[src/rtl/oram_spld_pkg.sv]
// Shared definitions for the scratchpad-load command path: FSM encoding,
// the filter-side opcode and default widths.
package oram_spld_pkg;

    localparam int SIZE_W_DEF = 16;

    localparam logic [14:0] SPLD_OPCODE = 15'b011000000000011;

    typedef enum logic [1:0] {
        ST_IDLE = 2'd0,
        ST_FILL = 2'd1,
        ST_DONE = 2'd2,
        ST_ERR  = 2'd3
    } spld_state_t;

    function automatic int max_int(input int a, input int b);
        return (a > b) ? a : b;
    endfunction

endpackage

[src/rtl/spld_cmd_receiver.sv]
// Scratchpad-side endpoint of the filter command channel: allocates a region
// in the scratchpad SRAM and zero-fills it one word per accepted write.
module spld_cmd_receiver
    import oram_spld_pkg::*;
#(
    parameter int SP_DEPTH = 4096,
    parameter int SP_AW    = $clog2(SP_DEPTH),
    parameter int SIZE_W   = SIZE_W_DEF
) (
    input  logic              Clock,
    input  logic              Reset,
    input  logic              IFSPCmdValid,
    output logic              IFSPCmdReady,
    input  logic [SIZE_W-1:0] MemSize,
    input  logic              isMemReplaceable,
    output logic              SpWrEn,
    output logic [SP_AW-1:0]  SpWrAddr,
    output logic [31:0]       SpWrData,
    input  logic              SpWrReady,
    output logic [SP_AW:0]    RegionBase,
    output logic [SIZE_W-1:0] RegionSize,
    output logic              RegionValid,
    output logic              SpOverflow
);

    // End address is compared one bit wider than either operand so the sum never wraps.
    localparam int            EW      = max_int(SP_AW + 1, SIZE_W) + 1;
    localparam logic [EW-1:0] DEPTH_E = EW'(SP_DEPTH);

    spld_state_t       r_state;
    spld_state_t       w_state_nxt;
    logic [SP_AW:0]    r_free_ptr;
    logic [SP_AW:0]    r_wr_ptr;
    logic [SP_AW:0]    r_base;
    logic [SP_AW:0]    r_end;
    logic [SIZE_W-1:0] r_cnt;
    logic [SIZE_W-1:0] r_size;
    logic              r_commit;
    logic              r_ready;
    logic              r_wr_en;
    logic              r_overflow;
    logic [SP_AW:0]    r_region_base;
    logic [SIZE_W-1:0] r_region_size;
    logic              r_region_valid;

    logic              w_accept;
    logic [SP_AW:0]    w_base;
    logic [EW-1:0]     w_end;
    logic              w_zero;
    logic              w_ovf;
    logic              w_wr_fire;
    logic              w_ready_nxt;
    logic              w_wr_en_nxt;
    logic              w_overflow_nxt;

    assign w_accept  = IFSPCmdValid & r_ready;
    assign w_base    = isMemReplaceable ? {(SP_AW + 1){1'b0}} : r_free_ptr;
    assign w_end     = EW'(w_base) + EW'(MemSize);
    assign w_zero    = (MemSize == {SIZE_W{1'b0}});
    assign w_ovf     = (w_end > DEPTH_E);
    assign w_wr_fire = (r_state == ST_FILL) & SpWrReady;

    // State register
    always_ff @(posedge Clock or posedge Reset) begin
        if (Reset) begin
            r_state <= ST_IDLE;
        end else begin
            r_state <= w_state_nxt;
        end
    end

    // Next-state decode
    always_comb begin
        w_state_nxt = r_state;
        case (r_state)
            ST_IDLE: begin
                if (w_accept) begin
                    if (w_zero) begin
                        w_state_nxt = ST_DONE;
                    end else if (w_ovf) begin
                        w_state_nxt = ST_ERR;
                    end else begin
                        w_state_nxt = ST_FILL;
                    end
                end else begin
                    w_state_nxt = ST_IDLE;
                end
            end
            ST_FILL: begin
                if (w_wr_fire && (r_cnt == SIZE_W'(1))) begin
                    w_state_nxt = ST_DONE;
                end else begin
                    w_state_nxt = ST_FILL;
                end
            end
            ST_DONE: w_state_nxt = ST_IDLE;
            ST_ERR:  w_state_nxt = ST_IDLE;
            default: w_state_nxt = ST_IDLE;
        endcase
    end

    // Output decode from the next state so that the outputs can be registered
    always_comb begin
        w_ready_nxt    = 1'b0;
        w_wr_en_nxt    = 1'b0;
        w_overflow_nxt = 1'b0;
        case (w_state_nxt)
            ST_IDLE: w_ready_nxt    = 1'b1;
            ST_FILL: w_wr_en_nxt    = 1'b1;
            ST_DONE: w_ready_nxt    = 1'b0;
            ST_ERR:  w_overflow_nxt = 1'b1;
            default: w_ready_nxt    = 1'b0;
        endcase
    end

    // Registered handshake, write-enable and overflow pulse
    always_ff @(posedge Clock or posedge Reset) begin
        if (Reset) begin
            r_ready    <= 1'b1;
            r_wr_en    <= 1'b0;
            r_overflow <= 1'b0;
        end else begin
            r_ready    <= w_ready_nxt;
            r_wr_en    <= w_wr_en_nxt;
            r_overflow <= w_overflow_nxt;
        end
    end

    // Command latch and inline fill address generator
    always_ff @(posedge Clock or posedge Reset) begin
        if (Reset) begin
            r_wr_ptr <= {(SP_AW + 1){1'b0}};
            r_cnt    <= {SIZE_W{1'b0}};
            r_base   <= {(SP_AW + 1){1'b0}};
            r_end    <= {(SP_AW + 1){1'b0}};
            r_size   <= {SIZE_W{1'b0}};
            r_commit <= 1'b0;
        end else if (w_accept) begin
            r_commit <= ~w_zero & ~w_ovf;
            if (!w_zero && !w_ovf) begin
                r_wr_ptr <= w_base;
                r_cnt    <= MemSize;
                r_base   <= w_base;
                r_end    <= w_end[SP_AW:0];
                r_size   <= MemSize;
            end
        end else if (w_wr_fire) begin
            r_wr_ptr <= r_wr_ptr + (SP_AW + 1)'(1);
            r_cnt    <= r_cnt - SIZE_W'(1);
        end
    end

    // Allocation pointer and published region; only a completed fill is recorded
    always_ff @(posedge Clock or posedge Reset) begin
        if (Reset) begin
            r_free_ptr     <= {(SP_AW + 1){1'b0}};
            r_region_base  <= {(SP_AW + 1){1'b0}};
            r_region_size  <= {SIZE_W{1'b0}};
            r_region_valid <= 1'b0;
        end else if (w_accept && w_zero && isMemReplaceable) begin
            r_free_ptr     <= {(SP_AW + 1){1'b0}};
            r_region_valid <= 1'b0;
        end else if ((r_state == ST_DONE) && r_commit) begin
            r_free_ptr     <= r_end;
            r_region_base  <= r_base;
            r_region_size  <= r_size;
            r_region_valid <= 1'b1;
        end
    end

    assign IFSPCmdReady = r_ready;
    assign SpWrEn       = r_wr_en;
    assign SpWrAddr     = r_wr_ptr[SP_AW-1:0];
    assign SpWrData     = 32'd0;
    assign RegionBase   = r_region_base;
    assign RegionSize   = r_region_size;
    assign RegionValid  = r_region_valid;
    assign SpOverflow   = r_overflow;

endmodule

[config.mk]
export PLATFORM = sky130hd
export DESIGN_NAME = spld_cmd_receiver
export DESIGN_NICKNAME = d
export VERILOG_FILES = /design/src/rtl/oram_spld_pkg.sv /design/src/rtl/spld_cmd_receiver.sv
export SDC_FILE = /design/constraint.sdc
export NUM_CORES = 1
export LEC_CHECK = 0
export CAP_MARGIN = 10
export CELL_PAD_IN_SITES_DETAIL_PLACEMENT = 1
export CELL_PAD_IN_SITES_GLOBAL_PLACEMENT = 2
export CORE_ASPECT_RATIO = 1.4
export CORE_MARGIN = 3
export CORE_UTILIZATION = 33
export DETAILED_ROUTE_END_ITERATION = 7
export PLACE_DENSITY_LB_ADDON = 0.1
export REMOVE_ABC_BUFFERS = 1
export SYNTH_ARGS = -nofsm -noshare
export SYNTH_HDL_FRONTEND = slang
export SYNTH_SLANG_ARGS = --single-unit
[constraint.sdc]
create_clock -name Clock -period 5.4 [get_ports Clock]
set_input_delay 1.08 -clock Clock [delete_from_list [all_inputs] [get_ports Clock]]
set_output_delay 1.08 -clock Clock [all_outputs]
set_load 0.03 [all_outputs]
==> impl_metrics.tcl, run 1 <==
set metrics [dict create \
    combPwrFrac_pct 32.4 \
    synth-seq-cells 119 \
    p_leak_nw 3.46 \
    rsz0062_at_grt "no" \
    seq_power_share_pct 38.1 \
    ant_nets 0 \
    seq_area_frac_synth_pct 49.2 \
    overflow 0 \
    crit_path_start_kind "input port" \
    min_path_cells 2 \
    clock.fmax_mhz 204 \
    io_buffer_count 65 \
    synth_cell_types 60 \
    placed_cells 934 \
    cpLargestDelayFamily "simple AND/OR/NAND/NOR gates" \
    r2r_start "r_free_ptr[0]" \
    crit_slowest_cell "clkdlybuf4s50_1" \
    wire_per_inst_um 18.8 \
    cts_sinks 119 \
    dp_hpwl_mm 13.6 \
    met3WireLength_um 486 \
    nNetsFinal 751 \
    fp.dieW_um 120 \
    drv_slew 0 \
    fin_crit_sh_pct 90.8 \
    drcViolationCount 0 \
    cts_hold_buf 0 \
    yosys_warnings 0 \
    postCtsResizedCells 0 \
    clkTransAtPathRegs_ps 60 \
    hp-start "r_size[3]" \
    antenna-diode-count 0 \
    synthCells 635 \
    first_global_vias 5247 \
    period_minus_slack_ps 4900 \
    die_h_um 166 \
    p_per_area_mw_per_mm2 493 \
    highest_layer "met4" \
    finalSetupTns_ps 0 \
    h-tree-depth 4 \
    cp.required_ps 5690 \
    crit_fanout 16 \
    p_int_w 0.00231 \
    pwr-share-clk_pct 29.5 \
    reg2reg_depth 14 \
    r2r-end "r_cnt[7]" \
    vdd_drop_max_mv 0.194 \
    routed-wl-met2_mm 9.91 \
    post-cts-setup-buffers 0 \
    switching_power_w 0.00138 \
    drive_gt1_share_pct 13.0 \
    clock_tree.root_cell "clkbuf_16" \
    syn_to_final_growth_pct 23.5 \
    cts_max_path_buffers 2 \
    fin_ws_ps 497 \
    critPathLaunch "isMemReplaceable" \
    num_rows 58 \
    hold_path_end "r_size[3]" \
    cts_inserted_buffers 17 \
    coreArea_mm2 0.0180 \
    ys_async_sr_fraction_pct 100 \
    status "finished clean" \
    path_buf_inv 3 \
    synth.cell_area_mm2 0.00605 \
    cts_tree "built" \
    vias_per_cell 4.98 \
    start_util_pct 33.6 \
    timing.slew.headroom_pct 45.5 \
    drv_cap 0 \
    syn_area_per_cell_um2 9.53 \
    hp-class "flip-flop to flip-flop" \
    hold_violations 0 \
    power_w 0.00369 \
    met1_length_mm 7.56 \
    boundaryPins 98 \
    grt_pass1_wl_mm 29.6 \
    fin_cells 965 \
    routed_wl_mm 18.2 \
    place_ws_ps 59.8 \
    antenna_found_initial 0 \
    worst_pin_slew_ps 817 \
    insertion_delay_ps 420 \
    end_kind "flip-flop" \
    grt_max_degree 57 \
    die-area_mm2 0.0200 \
    setup_viol_count_final 0 \
    synth_edf_count 0 \
    reg2reg_slack_ps 1340 \
    ys.flop_type "dfrtp_1" \
    route.vias.total 4807 \
    initialDrtViolationCount 204 \
    worstPathArrival_ps 5190 \
    swShare_pct 37.5 \
    grt_usage_pct 19.1 \
    cpPeakStageDelay_ps 600 \
    dr.pass1.iters 4 \
    clock_skew_ps 9.09 \
    critPathKind "input port to flip-flop" \
    routabilityCongestion 0.859 \
    worstPathCellList "clkdlybuf4s50_1 -> nor2b_1 -> ha_1 -> fa_1 -> a211oi_2 -> nor2_1 -> xnor2_1 -> o2111ai_1 -> or4_4 -> nor4_4 -> o211ai_4 -> buf_4 -> buf_4 -> nor2_1 -> a211oi_2" \
]
==> sequential cells by signal, summed over array words and instances (netlist names), 2 cells and up <==
name	flops
r_size	16
r_cnt	16
r_end	13
r_wr_ptr	12
r_state	2
r_free_ptr	13
RegionBase	13
r_base	13
RegionSize	16
==> cells in the final DEF, fill, tap and decap left out, types with 14 or more instances in the layout <==
master,netlist,routed
nor2b_1,14,14
ha_1,16,16
clkbuf_16,0,17
nor3_1,16,16
nand2_1,154,154
o21ai_0,17,17
a21oi_1,36,36
nor2_1,37,37
buf_4,36,20
conb_1,1,32
dfrtp_1,118,118
mux2_2,29,29
clkdlybuf4s50_1,0,65
==> cells by family (layout without fill, tap and decap cells) <==
logic type	count (synthesis)	after routing	synth area share, %
AOI/OAI and AO/OA	119	119	12.9
xor gates and xnor gates	9	9	1.30
adders and majority gates	17	17	3.64
buffers and inverters	68	127	7.01
DFF	119	119	49.2
muxes	33	33	6.05
other	1	32	0.0619
and+or+nand+nor	269	269	19.9
==> tightest hold or removal path, cell delays in order (launching register included) <==
cell	delay [ps]
dfrtp_1	340
nand2_1	50
nand2_1	50
==> cell usage after synthesis, drive strengths merged (2+ instances only) <==
| cell type | n | share of area [%] |
|---|---|---|
| buf | 43 | 5.5 |
| a32oi | 2 | 0.29 |
| o221a | 2 | 0.37 |
| a21o | 2 | 0.25 |
| dfrtp | 118 | 49 |
| xnor2 | 7 | 1.0 |
| and2 | 6 | 0.62 |
| mux2i | 4 | 0.66 |
| a31oi | 5 | 0.52 |
| o211ai | 6 | 0.83 |
| or2 | 2 | 0.21 |
| nor4 | 9 | 1.2 |
| a211o | 3 | 0.43 |
| or4 | 3 | 0.43 |
| and3 | 6 | 0.62 |
| ha | 16 | 3.3 |
| inv | 10 | 0.62 |
| a22o | 4 | 0.58 |
| nand3 | 8 | 0.66 |
| nor2 | 37 | 2.3 |
| nand4 | 2 | 0.21 |
| mux2 | 29 | 5.4 |
| clkbuf | 15 | 0.93 |
| nand2 | 154 | 9.5 |
| o311ai | 3 | 0.43 |
| o22ai | 11 | 1.1 |
| nand2b | 4 | 0.41 |
| or3 | 5 | 0.52 |
| xor2 | 2 | 0.29 |
| nor3 | 16 | 1.3 |
| nor2b | 14 | 1.4 |
| a21oi | 36 | 3.0 |
| o21ai | 24 | 2.0 |
| a211oi | 11 | 1.6 |
==> stage by stage <==
stage / hold WS [ps] / area (um2) / util (%)
global placement: 455 / 6920 / 38.4
floorplan: 442 / 5780 / -
CTS: 482 / 7480 / 41.6
global route: 495 / 7480 / 41.6
finish: 474 / 7480 / 41.6
detailed placement: 467 / 6920 / 38.4
==> final cells by class <==
cell class	count	area [um2]
clock buffer	18	439
clock inverter	13	123
fill	2121	10500
inverter	10	40.0
multi-input combinational	479	2780
sequential	119	2980
tap	240	300
timing repair buffer	86	821
==> routing by layer <==
layer,vias up,GRT usage (%)
li1,2296,-
met1,2414,22.6
met2,82,34.6
met3,15,4.02
met4,0,5.33
met5,-,0
==> worst max path at each step <==
| stage | endpoint | slack [ps] | cells past startpoint |
|---|---|---|---|
| 3_5_place_dp | r_cnt[7] | 60 | 15 |
| 4_1_cts | r_cnt[7] | 480 | 15 |
| 5_1_grt | r_cnt[7] | 180 | 15 |
| 2_1_floorplan | r_wr_ptr[0] | 450 | 12 |
| 3_3_place_gp | r_cnt[7] | 180 | 15 |
| 6_report | r_cnt[7] | 500 | 15 |
==> power by group through the flow <==
stage | Sequential, W | Combinational (W) | Clock [W]
floorplan | 0.00149 | 0.000652 | 0
global placement | 0.00141 | 0.00119 | 0
detailed placement | 0.00142 | 0.00120 | 0
CTS | 0.00141 | 0.00121 | 0.00112
global route | 0.00145 | 0.00132 | 0.00117
finish | 0.00140 | 0.00120 | 0.00109
Note: power is estimated with default switching activity, not from simulation.
==> inputs of run 2 (changes only) <==
- HOLD_SLACK_MARGIN: default -> 0.05
- TNS_END_PERCENT: default -> 100
==> results of run 2 <==
Final layout, timing and power as in run 1 (identical DEF).
